--- src/rtl/bcd_scan_display_if.sv ---
// Signal bundle between the countdown counter / board pins and the scanning display driver.
// The master side supplies the count, timeout flag and enable; the slave side returns pins and tally.
interface bcd_scan_display_if;
   logic [7:0] bcd_in;
   logic       carry_in;
   logic       enable;
   logic [7:0] seg;
   logic [3:0] an;
   logic [7:0] tally;

   modport master (
      output bcd_in,
      output carry_in,
      output enable,
      input  seg,
      input  an,
      input  tally
   );

   modport slave (
      input  bcd_in,
      input  carry_in,
      input  enable,
      output seg,
      output an,
      output tally
   );
endinterface

--- src/rtl/bcd_scan_display.sv ---
// Four-digit common-anode scanner: countdown on digits 1..0, BCD timeout tally on digits 3..2,
// with a blank-and-flash sequence started by every rising edge of the counter's carry flag.
module bcd_scan_display #(
   parameter int SCAN_DIV    = 50000,
   parameter int BLINK_HALF  = 64,
   parameter int BLINK_COUNT = 3,
   parameter bit LZB         = 1'b1
) (
   input logic               clk,
   input logic               reset,
   bcd_scan_display_if.slave bus
);
   localparam int               DIV_W       = $clog2(SCAN_DIV);
   localparam int               HC_W        = $clog2(BLINK_HALF + 1);
   localparam logic [DIV_W-1:0] DIV_LAST    = DIV_W'(SCAN_DIV - 1);
   localparam logic [HC_W-1:0]  HC_LAST     = HC_W'(BLINK_HALF - 1);
   localparam logic [3:0]       REMAIN_INIT = 4'(BLINK_COUNT);

   typedef enum logic [1:0] {
      IDLE = 2'd0,
      OFF  = 2'd1,
      ON   = 2'd2
   } flash_state_t;

   function automatic logic [7:0] seg_decode(input logic [3:0] d);
      logic [7:0] s;
      case (d)
         4'd0:    s = 8'hC0;
         4'd1:    s = 8'hF9;
         4'd2:    s = 8'hA4;
         4'd3:    s = 8'hB0;
         4'd4:    s = 8'h99;
         4'd5:    s = 8'h92;
         4'd6:    s = 8'h82;
         4'd7:    s = 8'hF8;
         4'd8:    s = 8'h80;
         4'd9:    s = 8'h90;
         default: s = 8'hBF;
      endcase
      return s;
   endfunction

   function automatic logic [7:0] bcd_inc(input logic [7:0] v);
      logic [3:0] ones;
      logic [3:0] tens;
      ones = v[3:0];
      tens = v[7:4];
      if (ones >= 4'd9) begin
         ones = 4'd0;
         if (tens >= 4'd9) begin
            tens = 4'd0;
         end else begin
            tens = tens + 4'd1;
         end
      end else begin
         ones = ones + 4'd1;
      end
      return {tens, ones};
   endfunction

   logic [DIV_W-1:0] div_r;
   logic [1:0]       idx_r;
   logic             carry_d_r;
   logic [7:0]       tally_r;
   flash_state_t     state_r, state_nx_s;
   logic [3:0]       remain_r, remain_nx_s;
   logic [HC_W-1:0]  hc_r, hc_nx_s;
   logic [7:0]       seg_r, seg_next_s;
   logic [3:0]       an_r, an_next_s;
   logic             tick_s;
   logic             edge_s;
   logic [3:0]       digit_s;
   logic             blank_s;
   logic             dp_s;

   assign tick_s    = (div_r == DIV_LAST);
   assign edge_s    = bus.carry_in & ~carry_d_r;
   assign bus.seg   = seg_r;
   assign bus.an    = an_r;
   assign bus.tally = tally_r;

   // Slot divider and digit index.
   always_ff @(posedge clk or negedge reset) begin
      if (!reset) begin
         div_r <= '0;
         idx_r <= 2'd0;
      end else if (tick_s) begin
         div_r <= '0;
         idx_r <= idx_r + 2'd1;
      end else begin
         div_r <= div_r + DIV_W'(1);
      end
   end

   // Carry edge detect and timeout tally; carry_d resets high so a held carry is ignored.
   always_ff @(posedge clk or negedge reset) begin
      if (!reset) begin
         carry_d_r <= 1'b1;
         tally_r   <= 8'h00;
      end else begin
         carry_d_r <= bus.carry_in;
         if (edge_s) begin
            tally_r <= bcd_inc(tally_r);
         end
      end
   end

   // Digit source selection and segment pattern for the current slot.
   always_comb begin
      digit_s   = 4'd0;
      blank_s   = 1'b0;
      dp_s      = 1'b0;
      an_next_s = ~(4'b0001 << idx_r);
      case (idx_r)
         2'd0: digit_s = bus.bcd_in[3:0];
         2'd1: begin
            digit_s = bus.bcd_in[7:4];
            blank_s = LZB && (bus.bcd_in[7:4] == 4'd0);
         end
         2'd2: begin
            digit_s = tally_r[3:0];
            dp_s    = 1'b1;
         end
         2'd3: digit_s = tally_r[7:4];
         default: digit_s = 4'd0;
      endcase
      if (blank_s) begin
         seg_next_s = 8'hFF;
      end else if (dp_s) begin
         seg_next_s = seg_decode(digit_s) & 8'h7F;
      end else begin
         seg_next_s = seg_decode(digit_s);
      end
   end

   // Flash sequencer next state; a carry edge restarts the sequence ahead of any tick.
   always_comb begin
      state_nx_s  = state_r;
      remain_nx_s = remain_r;
      hc_nx_s     = hc_r;
      if (edge_s) begin
         state_nx_s  = OFF;
         remain_nx_s = REMAIN_INIT;
         hc_nx_s     = '0;
      end else if (tick_s) begin
         case (state_r)
            OFF: begin
               if (hc_r == HC_LAST) begin
                  state_nx_s = ON;
                  hc_nx_s    = '0;
               end else begin
                  hc_nx_s = hc_r + HC_W'(1);
               end
            end
            ON: begin
               if (hc_r == HC_LAST) begin
                  hc_nx_s = '0;
                  if (remain_r == 4'd1) begin
                     state_nx_s = IDLE;
                  end else begin
                     remain_nx_s = remain_r - 4'd1;
                     state_nx_s  = OFF;
                  end
               end else begin
                  hc_nx_s = hc_r + HC_W'(1);
               end
            end
            IDLE:    hc_nx_s    = '0;
            default: state_nx_s = IDLE;
         endcase
      end else begin
         state_nx_s = state_r;
      end
   end

   // Flash sequencer state register.
   always_ff @(posedge clk or negedge reset) begin
      if (!reset) begin
         state_r  <= IDLE;
         remain_r <= 4'd0;
         hc_r     <= '0;
      end else begin
         state_r  <= state_nx_s;
         remain_r <= remain_nx_s;
         hc_r     <= hc_nx_s;
      end
   end

   // Pin registers: blanking applies every clock, digit loads only on ticks.
   always_ff @(posedge clk or negedge reset) begin
      if (!reset) begin
         seg_r <= 8'hFF;
         an_r  <= 4'hF;
      end else if ((state_r == OFF) || !bus.enable) begin
         seg_r <= 8'hFF;
         an_r  <= 4'hF;
      end else if (tick_s) begin
         seg_r <= seg_next_s;
         an_r  <= an_next_s;
      end
   end
endmodule

--- src/flat_wrapper.sv ---
// flat-port wrapper written by rule: the top's interface ports become plain ports
module bcd_scan_display_flat 
#(
   parameter int SCAN_DIV    = 50000,
   parameter int BLINK_HALF  = 64,
   parameter int BLINK_COUNT = 3,
   parameter bit LZB         = 1'b1
)
  (clk, reset, bus_bcd_in, bus_carry_in, bus_enable, bus_seg, bus_an, bus_tally);
  bcd_scan_display_if bus_i ();
  input logic clk;
  input logic reset;
  input wire logic [$bits(bus_i.bcd_in)-1:0] bus_bcd_in;
  input wire logic [$bits(bus_i.carry_in)-1:0] bus_carry_in;
  input wire logic [$bits(bus_i.enable)-1:0] bus_enable;
  output wire logic [$bits(bus_i.seg)-1:0] bus_seg;
  output wire logic [$bits(bus_i.an)-1:0] bus_an;
  output wire logic [$bits(bus_i.tally)-1:0] bus_tally;
  assign bus_i.bcd_in = bus_bcd_in;
  assign bus_i.carry_in = bus_carry_in;
  assign bus_i.enable = bus_enable;
  assign bus_seg = bus_i.seg;
  assign bus_an = bus_i.an;
  assign bus_tally = bus_i.tally;
  bcd_scan_display #(.SCAN_DIV(SCAN_DIV), .BLINK_HALF(BLINK_HALF), .BLINK_COUNT(BLINK_COUNT), .LZB(LZB)) u_core (.clk(clk), .reset(reset), .bus(bus_i));
endmodule
--- config.mk ---
export PLATFORM = sky130hd
export DESIGN_NAME = bcd_scan_display_flat
export DESIGN_NICKNAME = d
export VERILOG_FILES = /design/src/rtl/bcd_scan_display_if.sv /design/src/rtl/bcd_scan_display.sv /design/src/flat_wrapper.sv
export SDC_FILE = /design/constraint.sdc
export NUM_CORES = 1
export LEC_CHECK = 0
export CORE_AREA = 4 4 112 114
export CTS_CLUSTER_SIZE = 20
export DETAILED_ROUTE_END_ITERATION = 10
export DIE_AREA = 0 0 116 118
export GPL_TIMING_DRIVEN = 0
export PLACE_DENSITY = 0.37
export SETUP_SLACK_MARGIN = 0.15
export SYNTH_ARGS = -nofsm -noshare
export SYNTH_HDL_FRONTEND = slang
export SYNTH_SLANG_ARGS = --single-unit
--- constraint.sdc ---
create_clock -name clk -period 2.5 [get_ports clk]
set_clock_uncertainty 0.1 [all_clocks]
set_input_delay 0.75 -clock clk [delete_from_list [all_inputs] [get_ports clk]]
set_output_delay 0.75 -clock clk [all_outputs]
set_load 0.02 [all_outputs]
Word level (Yosys, flattened, before mapping)
Memories as Yosys holds them, arrays and structs flattened.
Index checks and enable logic that the tools add are counted.
{"block": "word_totals", "regBits": 52, "romBits": 224, "out_inout_bits": 20, "word_cells": 78, "memories": 2}
{"name": "(name not given)", "depth": 16, "width": 7, "rd": 1, "rd_clocked_by_memory_dff": 0, "wr": 0, "line_no": "bcd_scan_display.sv:27", "source": "case (d)"}
{"name": "(name not given)", "depth": 16, "width": 7, "rd": 1, "rd_clocked_by_memory_dff": 0, "wr": 0, "line_no": "bcd_scan_display.sv:27"}
{"block": "op_classes", "n_addsub": 6, "magnitude_cmp": 2, "n_eq_ne": 12, "n_shift": 1, "mux": 27, "bitwise_logic": 3, "reduce_logical": 15}
{"op": "4-bit 2-to-1 mux", "count": 9}
{"op": "8-bit 2-to-1 mux", "count": 4}
{"op": "7-bit 2-to-1 mux", "count": 3}
{"op": "16-bit by 1-bit adder with 16-bit output (second input constant)", "count": 1}
{"op": "16-bit == test (second input constant)", "count": 1}
{"op": "16-bit 2-to-1 mux", "count": 1}
{"op": "4-bit case mux with 4 select lines", "count": 1}
{"op": "7-bit case mux with 2 select lines", "count": 1}
{"op": "4-bit by 1-bit adder with 4-bit output (second input constant)", "count": 2}
{"op": "4-bit >= comparator (second input constant)", "count": 2}
{"op": "2-bit 2-to-1 mux", "count": 4}
{"op": "4-bit AND reduction", "count": 2}
{"op": "2-bit nonzero test", "count": 4}
{"op": "7-bit by 1-bit adder with 7-bit output (second input constant)", "count": 1}
{"op": "7-bit by 6-bit == test with 1-bit output (second input constant)", "count": 1}
{"op": "2-bit == test (second input constant)", "count": 3}
{"op": "3-bit by 1-bit inequality test with 1-bit output (second input constant)", "count": 2}
{"op": "2-bit case mux with 3 select lines", "count": 1}
{"op": "2-bit by 1-bit == test with 1-bit output (second input constant)", "count": 2}
{"op": "4-bit by 1-bit == test with 1-bit output (second input constant)", "count": 1}
{"op": "2-bit zero test", "count": 2}
{"op": "4-bit zero test", "count": 1}
{"op": "2-bit by 1-bit inequality test with 1-bit output (second input constant)", "count": 2}
{"op": "4-bit inverter", "count": 1}
{"op": "11 further kinds", "count": 14}

Depth between registers and ports, before layout
Gate-level depths: netlist (run 1).
An unclocked memory read counts as a cell.
{"block": "depth", "word_depth": 7, "ltp_mapped": 10, "mapped_depth_nobuf": 9}

Worst setup path before layout (run 1)
No wires, ideal clock.
{"block": "synth_timing", "kind": "reg-to-reg", "startpoint": "register u_core.idx_r[0]", "endpoint": "register u_core.seg_r[6], in the netlist u_core.bus.seg[6]", "setup_time_ps": 73, "arrival_ps": 1950, "required_time_ps": 2327, "path_slack_ps": 377, "path_stages_with_launch": 10, "n_path_buf": 1, "synth_period_minus_slack_ps": 2123, "path_cell_list": "dfrtp_1 inv_1 ha_1 clkbuf_1 a21oi_1 a32oi_1 ha_1 nor2_1 a211o_1 a21oi_1"}
{"block": "synth_via", "elab_chain_cells": 7}
{"item": "from (decl)", "line_no": "bcd_scan_display.sv:62", "source": "logic [1:0] idx_r;"}
{"item": "from (signal assigned)", "line_no": "bcd_scan_display.sv:89", "source": "idx_r <= idx_r + 2'd1;"}
{"item": "2-bit == test, or another cell as far along", "line_no": "bcd_scan_display.sv:114", "source": "case (idx_r)"}
{"item": "4-bit case mux with 4 select lines", "line_no": "bcd_scan_display.sv:114"}
{"item": "memory read 16 x 7 bit"}
{"item": "8-bit 2-to-1 mux", "line_no": "bcd_scan_display.sv:129", "source": "end else if (dp_s) begin"}
{"item": "8-bit 2-to-1 mux (*)", "line_no": "bcd_scan_display.sv:127", "source": "if (blank_s) begin"}
{"item": "8-bit 2-to-1 mux (*)", "line_no": "bcd_scan_display.sv:197", "source": "end else if (tick_s) begin"}
{"item": "8-bit 2-to-1 mux (*)", "line_no": "bcd_scan_display.sv:194", "source": "end else if ((state_r == OFF) || !bus.enable) begin"}
{"item": "to (signal assigned)", "line_no": "bcd_scan_display.sv:198", "source": "seg_r <= seg_next_s;"}
{"item": "to (decl)", "line_no": "bcd_scan_display.sv:68", "source": "logic [7:0] seg_r, seg_next_s;"}
Mark *: on every way between the ends. The rest lies on a longest branch, timed or not. The select of a mux whose other input is x is not followed.
A chain may end at the register's enable or synchronous reset.

Worst setup path after layout (run 1)
{"block": "layout_timing", "startpoint": "register u_core.an_r[0], in the netlist u_core.bus.an[0]", "endpoint": "output port bus_an[0]"}
{"item": "from (decl)", "line_no": "bcd_scan_display.sv:69", "source": "logic [3:0] an_r, an_next_s;"}
{"item": "from (signal assigned)", "line_no": "bcd_scan_display.sv:199", "source": "an_r <= an_next_s;"}
{"item": "to (decl)", "line_no": "flat_wrapper.sv:17", "source": "output wire logic [$bits(bus_i.an)-1:0] bus_an;"}
No word-level cell between the ends.

==> results.json, run 1 <==
{
  "status": "completed",
  "final_layout_size_suffix_gt1_share_pct": 13.0,
  "fin_tns_setup_ns": 0,
  "initial_core_util_pct": 24.8,
  "critPathRequiredTime_ns": 1.65,
  "setup_viol": 0,
  "hpwlAfterDp_microns": 4770,
  "period_needed_ns": 2.29,
  "reg2reg_slack_ns": 0.28,
  "syn_area_sq_um": 2840,
  "worst_slew_pin_slew_ns": 0.525,
  "multi_input_area_sq_um": 1480,
  "rr_startpoint": "u_core.div_r[0]",
  "via_per_inst": 4.49,
  "holdCritPathClass": "primary input to async pin",
  "overflow": 0,
  "io_pins": 32,
  "ys.flop_type": "dfrtp_1",
  "cp_top_family": "buffers and inverters",
  "layoutNonFillerInstCount": 481,
  "dr.pass1.iters": 4,
  "grtUsageTotal_pct": 10.1,
  "die_w_microns": 116,
  "port_buffers": 31,
  "synth_edf_count": 0,
  "syn2layout_area_growth_pct": 27.4,
  "drc": 0,
  "postSynthAreaPerCell_sq_um": 9.74,
  "pre_cts_ws_ns": -0.288,
  "cts-root-buf": "clkbuf_16",
  "worstSkewPairLatency_ns": 0.29,
  "critPathBufInv": 1,
  "rows": 39,
  "coreArea_sq_um": 11400,
  "final_nets": 371,
  "die_h_microns": 118,
  "async_flop_share_pct": 100,
  "yosys_register_bits": 51,
  "dieArea_sq_um": 13700,
  "maxCapViolCount": 0,
  "slowest_delay_ns": 0.60,
  "cp_slowest_cell": "clkdlybuf4s50_1",
  "yosysTopAreaCellShare_pct": 34.4,
  "powerDensity_nw_per_um2": 583,
  "htreeDepth": 2,
  "grt_max_degree": 35,
  "synthCells": 291,
  "drtIter0Drc": 97,
  "ir_drop_mv": 0.463,
  "place_congestion": 0.718,
  "yosysTopAreaCell": "dfrtp_1",
  "synthTopCellsByArea": "dfrtp_1 (34%), dfstp_2 (11%), ha_1 (9.7%)",
  "max_freq_ghz": 0.437,
  "grt_pass1_wl_microns": 11000,
  "timing.hold.ws_ns": 0.312,
  "final-hold-violation-count": 0,
  "slew_headroom_pct": 64.5,
  "fillers": 1191,
  "crit_chain": "clkdlybuf4s50_1",
  "end_kind": "primary output",
  "timing.critical_path.arrival_ns": 1.44,
  "yosysSeqAreaShare_pct": 45.5,
  "final_core_util_pct": 31.6,
  "drt-total-wl_microns": 6580,
  "r2r_cells": 8,
  "worst-setup-path-type": "register to primary output",
  "n_antenna_cell": 0,
  "cts_sinks": 51,
  "period_share_pct": 91.6,
  "total_leakage_power_nw": 1.55,
  "synth_cell_types": 53,
  "final-seq-area_sq_um": 1290,
  "ant_nets": 0,
  "rr_endpoint": "u_core.hc_r[4]",
  "rsz0062_at_grt": "yes",
  "antenna_found_initial": 0,
  "clk_pin_slew_worst_paths_ns": 0.07,
  "wl_per_cell_microns": 13.7,
  "crit_fanout": 2,
  "critPathLaunchType": "register",
  "clockBufferDepth": 2,
  "cts_buffers": 5,
  "yosys_warnings": 0,
  "grt_pass1_vias": 2124,
  "slew_violations": 0,
  "vias": 2158,
  "dp_cells": 466,
  "setup_slack_ns": 0.210,
  "syn_nets": 325,
  "cts_tree": "done"
}
[Yosys cell counts (3+ instances only)]
cell      number
and4_1         4
nor4_1         3
nand2_1       28
o21ai_0       10
dfrtp_1       39
o211ai_1       6
xor2_1        10
inv_1         18
and3_1         5
a31oi_1        3
a21oi_1       15
xnor2_1        9
nor2b_1        4
ha_1          22
mux2i_1        3
nand3_1       12
dfstp_2       12
clkbuf_1       6
nor2_1        38
[timing repair]
| action | in CTS | in global routing |
|---|---|---|
| gates resized for setup | 6 | 10 |
| pin swaps | 1 | 2 |
| hold buffers | 0 | 0 |
| buffers inserted | 0 | 7 |
| endpoints found under the setup margin | 9 | 16 |
[worst max path at each step]
stage	start	end	depth (start not counted)	slack, ns
CTS	u_core.idx_r[0]	u_core.bus.seg[2]	8	0.14
global route	bus_carry_in	u_core.bus.tally[1]	5	0.14
detailed placement	bus_bcd_in[6]	u_core.bus.seg[2]	6	-0.29
floorplan	u_core.idx_r[0]	u_core.bus.seg[6]	9	0.38
finish	u_core.bus.an[0]	bus_an[0]	1	0.21
global placement	reset	u_core.div_r[9]	1	-1.30
[layout make-up]
class | instances | area share [%]
Buffer | 9 | 1.39
Clock buffer | 7 | 3.67
Clock inverter | 1 | 0.831
Inverter | 18 | 1.87
Multi-Input combinational cell | 213 | 41.0
Sequential cell | 51 | 35.8
Tap cell | 143 | 4.95
Timing Repair Buffer | 39 | 10.5
[kinds of logic after synthesis]
kind of cell | Yosys count | share of synthesized area, %
buffers and inverters | 27 | 4.02
AND/OR/NAND/NOR | 116 | 21.4
AO/OA/AOI/OAI | 53 | 12.4
adder cells (fa/ha/maj) | 22 | 9.71
multiplexers | 3 | 1.06
flip-flops | 51 | 45.5
XOR/XNOR | 19 | 5.87
[metrics by stage]
stage                     cell area, sq um  power, mW
after floorplan                       2840       1.14
after global placement                3320       1.33
after detailed placement              3340       1.33
after CTS                             3520       2.14
after global routing                  3610       2.24
final                                 3610       2.11
[routing by layer]
metal	up-vias	wire (microns)	global-route usage (%)	share of wire [%]
met1	1007	3170	13.7	48
met2	32	3010	15.6	46
met5	-	0	0	0
li1	1112	-	-	-
met4	0	118	3.92	1.8
met3	7	284	2.26	4.3
[flip-flops by register name, summed over array words and instances (netlist names)]
name and cells:
u_core.div_r 16, u_core.bus.tally 8, u_core.bus.seg 7, u_core.hc_r 7, u_core.bus.an 4, u_core.remain_r 4
u_core.idx_r 2, u_core.state_r 2, u_core.carry_d_r 1
[placed cells by master, fill, tap and decap left out, drive strengths merged, types with 11 or more instances in the layout]
| master | netlist | layout |
|---|---|---|
| dfrtp | 39 | 39 |
| nor2 | 38 | 38 |
| nand2 | 28 | 28 |
| clkdlybuf4s50 | 0 | 28 |
| ha | 22 | 22 |
| inv | 18 | 18 |
| a21oi | 15 | 15 |
| clkbuf | 6 | 14 |
| nand3 | 12 | 12 |
| dfstp | 12 | 12 |
| buf | 3 | 11 |
[power breakdown]
group | internal (mW) | leakage (nW) | switching, mW | total (mW)
Sequential | 0.874 | 0.632 | 0.0884 | 0.962
Combinational | 0.170 | 0.841 | 0.195 | 0.366
Clock | 0.474 | 0.0781 | 0.304 | 0.778
Note: power is estimated with default switching activity, not from simulation.
==> inputs of run 2 (changes only) <==
--- a/config.mk
+++ b/config.mk
@@ -5,12 +5,12 @@
 export SDC_FILE = /design/constraint.sdc
 export NUM_CORES = 1
 export LEC_CHECK = 0
-export CORE_AREA = 4 4 112 114
+export CORE_AREA = 4 4 77 79
 export CTS_CLUSTER_SIZE = 20
 export DETAILED_ROUTE_END_ITERATION = 10
-export DIE_AREA = 0 0 116 118
+export DIE_AREA = 0 0 81 83
 export GPL_TIMING_DRIVEN = 0
-export PLACE_DENSITY = 0.37
+export PLACE_DENSITY = 0.73
 export SETUP_SLACK_MARGIN = 0.15
 export SYNTH_ARGS = -nofsm -noshare
 export SYNTH_HDL_FRONTEND = slang
==> constraint.sdc (replaced) <==
create_clock -name clk -period 2.4 [get_ports clk]
set_clock_uncertainty 0.1 [all_clocks]
set_input_delay 0.72 -clock clk [delete_from_list [all_inputs] [get_ports clk]]
set_output_delay 0.72 -clock clk [all_outputs]
set_load 0.02 [all_outputs]
==> run 2 against run 1 <==
  * Via count is 4.2% higher
  * Critical path type unchanged
  * Cell count fell by 14%
  * Register-to-register slack got worse by 0.07 ns
  * Routed wire length is 12% lower
  * Sequential cell count is the same
  * Worst setup slack worse by 0.017 ns
  * Critical endpoint is now bus_tally[3]
  * Critical path depth did not move
  * First-iteration DRC count down 1.0%
==> results.json, run 2 (synthesis gave the netlist of run 1 again) <==
{
  "clockBufferDepth": 2,
  "worstSkewPairLatency_ns": 0.31,
  "grt_pass1_vias": 2230,
  "die_w_microns": 81,
  "slew_violations": 0,
  "n_antenna_cell": 0,
  "intPower_mw": 1.27,
  "crit_fanout": 5,
  "critPathBufInv": 1,
  "cts_tree": "done",
  "maxCapViolCount": 0,
  "max_freq_ghz": 0.453,
  "status": "completed",
  "critPathLaunchType": "register",
  "syn2layout_area_growth_pct": 21.9,
  "critPathRequiredTime_ns": 1.58,
  "p_total_mw": 1.84,
  "layout_common_cells": "nor2_1 (38), dfrtp_1 (38), nand2_1 (28)",
  "die_h_microns": 83,
  "clock_power_share_pct": 26.7,
  "vias": 2248,
  "period_needed_ns": 2.21,
  "place_area_sq_um": 3250,
  "final_layout_size_suffix_gt1_share_pct": 15.2,
  "io_pins": 32,
  "timing.critical_path.arrival_ns": 1.39,
  "worst-setup-path-type": "register to primary output",
  "setup_viol": 0,
  "grtUsageTotal_pct": 18.7,
  "slew_headroom_pct": 64.8,
  "rr_startpoint": "u_core.div_r[11]",
  "layoutNonFillerInstCount": 413,
  "coreArea_sq_um": 5340,
  "via_per_inst": 5.44,
  "total_leakage_power_nw": 1.55,
  "end_kind": "primary output",
  "switching_share_pct": 31.2,
  "dp_cells": 395,
  "rsz0062_at_grt": "yes",
  "final_core_util_pct": 64.8,
  "grt_max_degree": 38,
  "cts-root-buf": "clkbuf_8",
  "drc": 0,
  "ir_drop_mv": 0.337,
  "antenna_found_initial": 0,
  "holdCritPathClass": "primary input to async pin",
  "seqPwrFrac_pct": 53.8,
  "worst_slew_pin_slew_ns": 0.523,
  "cts_buffers": 5,
  "initial_core_util_pct": 53.1,
  "holdBufCountCts": 0,
  "switching_power_mw": 0.573,
  "largest_reg_flops": 16,
  "grt_pass1_wl_microns": 10000,
  "cts_sinks": 51,
  "largest-register": "u_core.div_r",
  "drtIter0Drc": 96,
  "clk_pin_slew_worst_paths_ns": 0.09,
  "p_comb_share_pct": 19.5,
  "final-hold-violation-count": 0,
  "hpwlAfterDp_microns": 4120,
  "drt-total-wl_microns": 5810,
  "port_buffers": 31,
  "dr.pass1.iters": 4,
  "place_congestion": 0.768,
  "cp_top_family": "buffers and inverters",
  "rows": 27,
  "htreeDepth": 2,
  "powerDensity_nw_per_um2": 532,
  "r2r_cells": 6,
  "dieArea_sq_um": 6720,
  "rr_endpoint": "u_core.hc_r[4]",
  "reg2reg_slack_ns": 0.21,
  "period_share_pct": 92.0,
  "cp_slowest_cell": "clkdlybuf4s50_1",
  "crit_chain": "clkdlybuf4s50_1",
  "slowest_delay_ns": 0.64,
  "ant_nets": 0,
  "wl_per_cell_microns": 14.1,
  "postLayoutCellArea_sq_um": 3460,
  "final_nets": 374,
  "overflow": 0
}
-- run 2: changes by cell type in the layout (fill, tap and decap cells not counted), sizes merged --
cell and change:
clkinv +1, bufinv -1, dlygate4sd2 +14, dlymetal6s2s +2
buf +5, clkinvlp +2, clkdlybuf4s50 -16, clkbuf -4
-- run 2: per-stage QoR --
step                TNS, ns  hold slack (ns)  setup slack, ns
global route              0            0.227            0.115
global placement     -44.98            0.339           -0.985
floorplan                 0            0.324            0.277
CTS                       0            0.218            0.151
finish                    0            0.214            0.193
detailed placement    -1.66            0.348           -0.235
-- run 2: power groups by stage --
stage               Combinational, mW  Sequential [mW]  Clock (mW)
floorplan                       0.146             1.04           0
global placement                0.354             1.01           0
detailed placement              0.374             1.01           0
CTS                             0.360            0.991       0.511
global route                    0.403             1.00       0.556
finish                          0.358            0.990       0.492
-- run 2: metal layers --
metal | global-route usage [%] | wire [microns] | share of wire, %
met5 | 0 | 0 | 0
met3 | 4.66 | 270 | 4.6
met1 | 24.4 | 2650 | 46
met2 | 30.9 | 2790 | 48
met4 | 4.61 | 98 | 1.7
-- run 2: final cells by class --
type	count	area [sq um]
sequential	51	1290
clock buffer	5	68.8
buffer	9	55.1
tap	72	90.1
multi-input combinational	213	1480
fill	468	1880
clock inverter	3	20.0
inverter	18	67.6
timing repair buffer	42	387
-- run 2: what timing repair did --
action                     CTS  global route
setup endpoints to repair   26            18
gates resized for setup     21            17
pin swaps                    1             7
cloned                       0             1
buffers inserted             1             8
-- run 2: worst max path at each step --
| stage | from | cells past startpoint | endpoint |
|---|---|---|---|
| after floorplan | u_core.idx_r[0] | 9 | u_core.bus.seg[6] |
| after global placement | reset | 1 | u_core.div_r[8] |
| after detailed placement | bus_bcd_in[5] | 7 | u_core.bus.seg[6] |
| after CTS | u_core.div_r[13] | 6 | u_core.hc_r[4] |
| after global routing | u_core.div_r[0] | 8 | u_core.hc_r[4] |
| final | u_core.bus.tally[3] | 1 | bus_tally[3] |
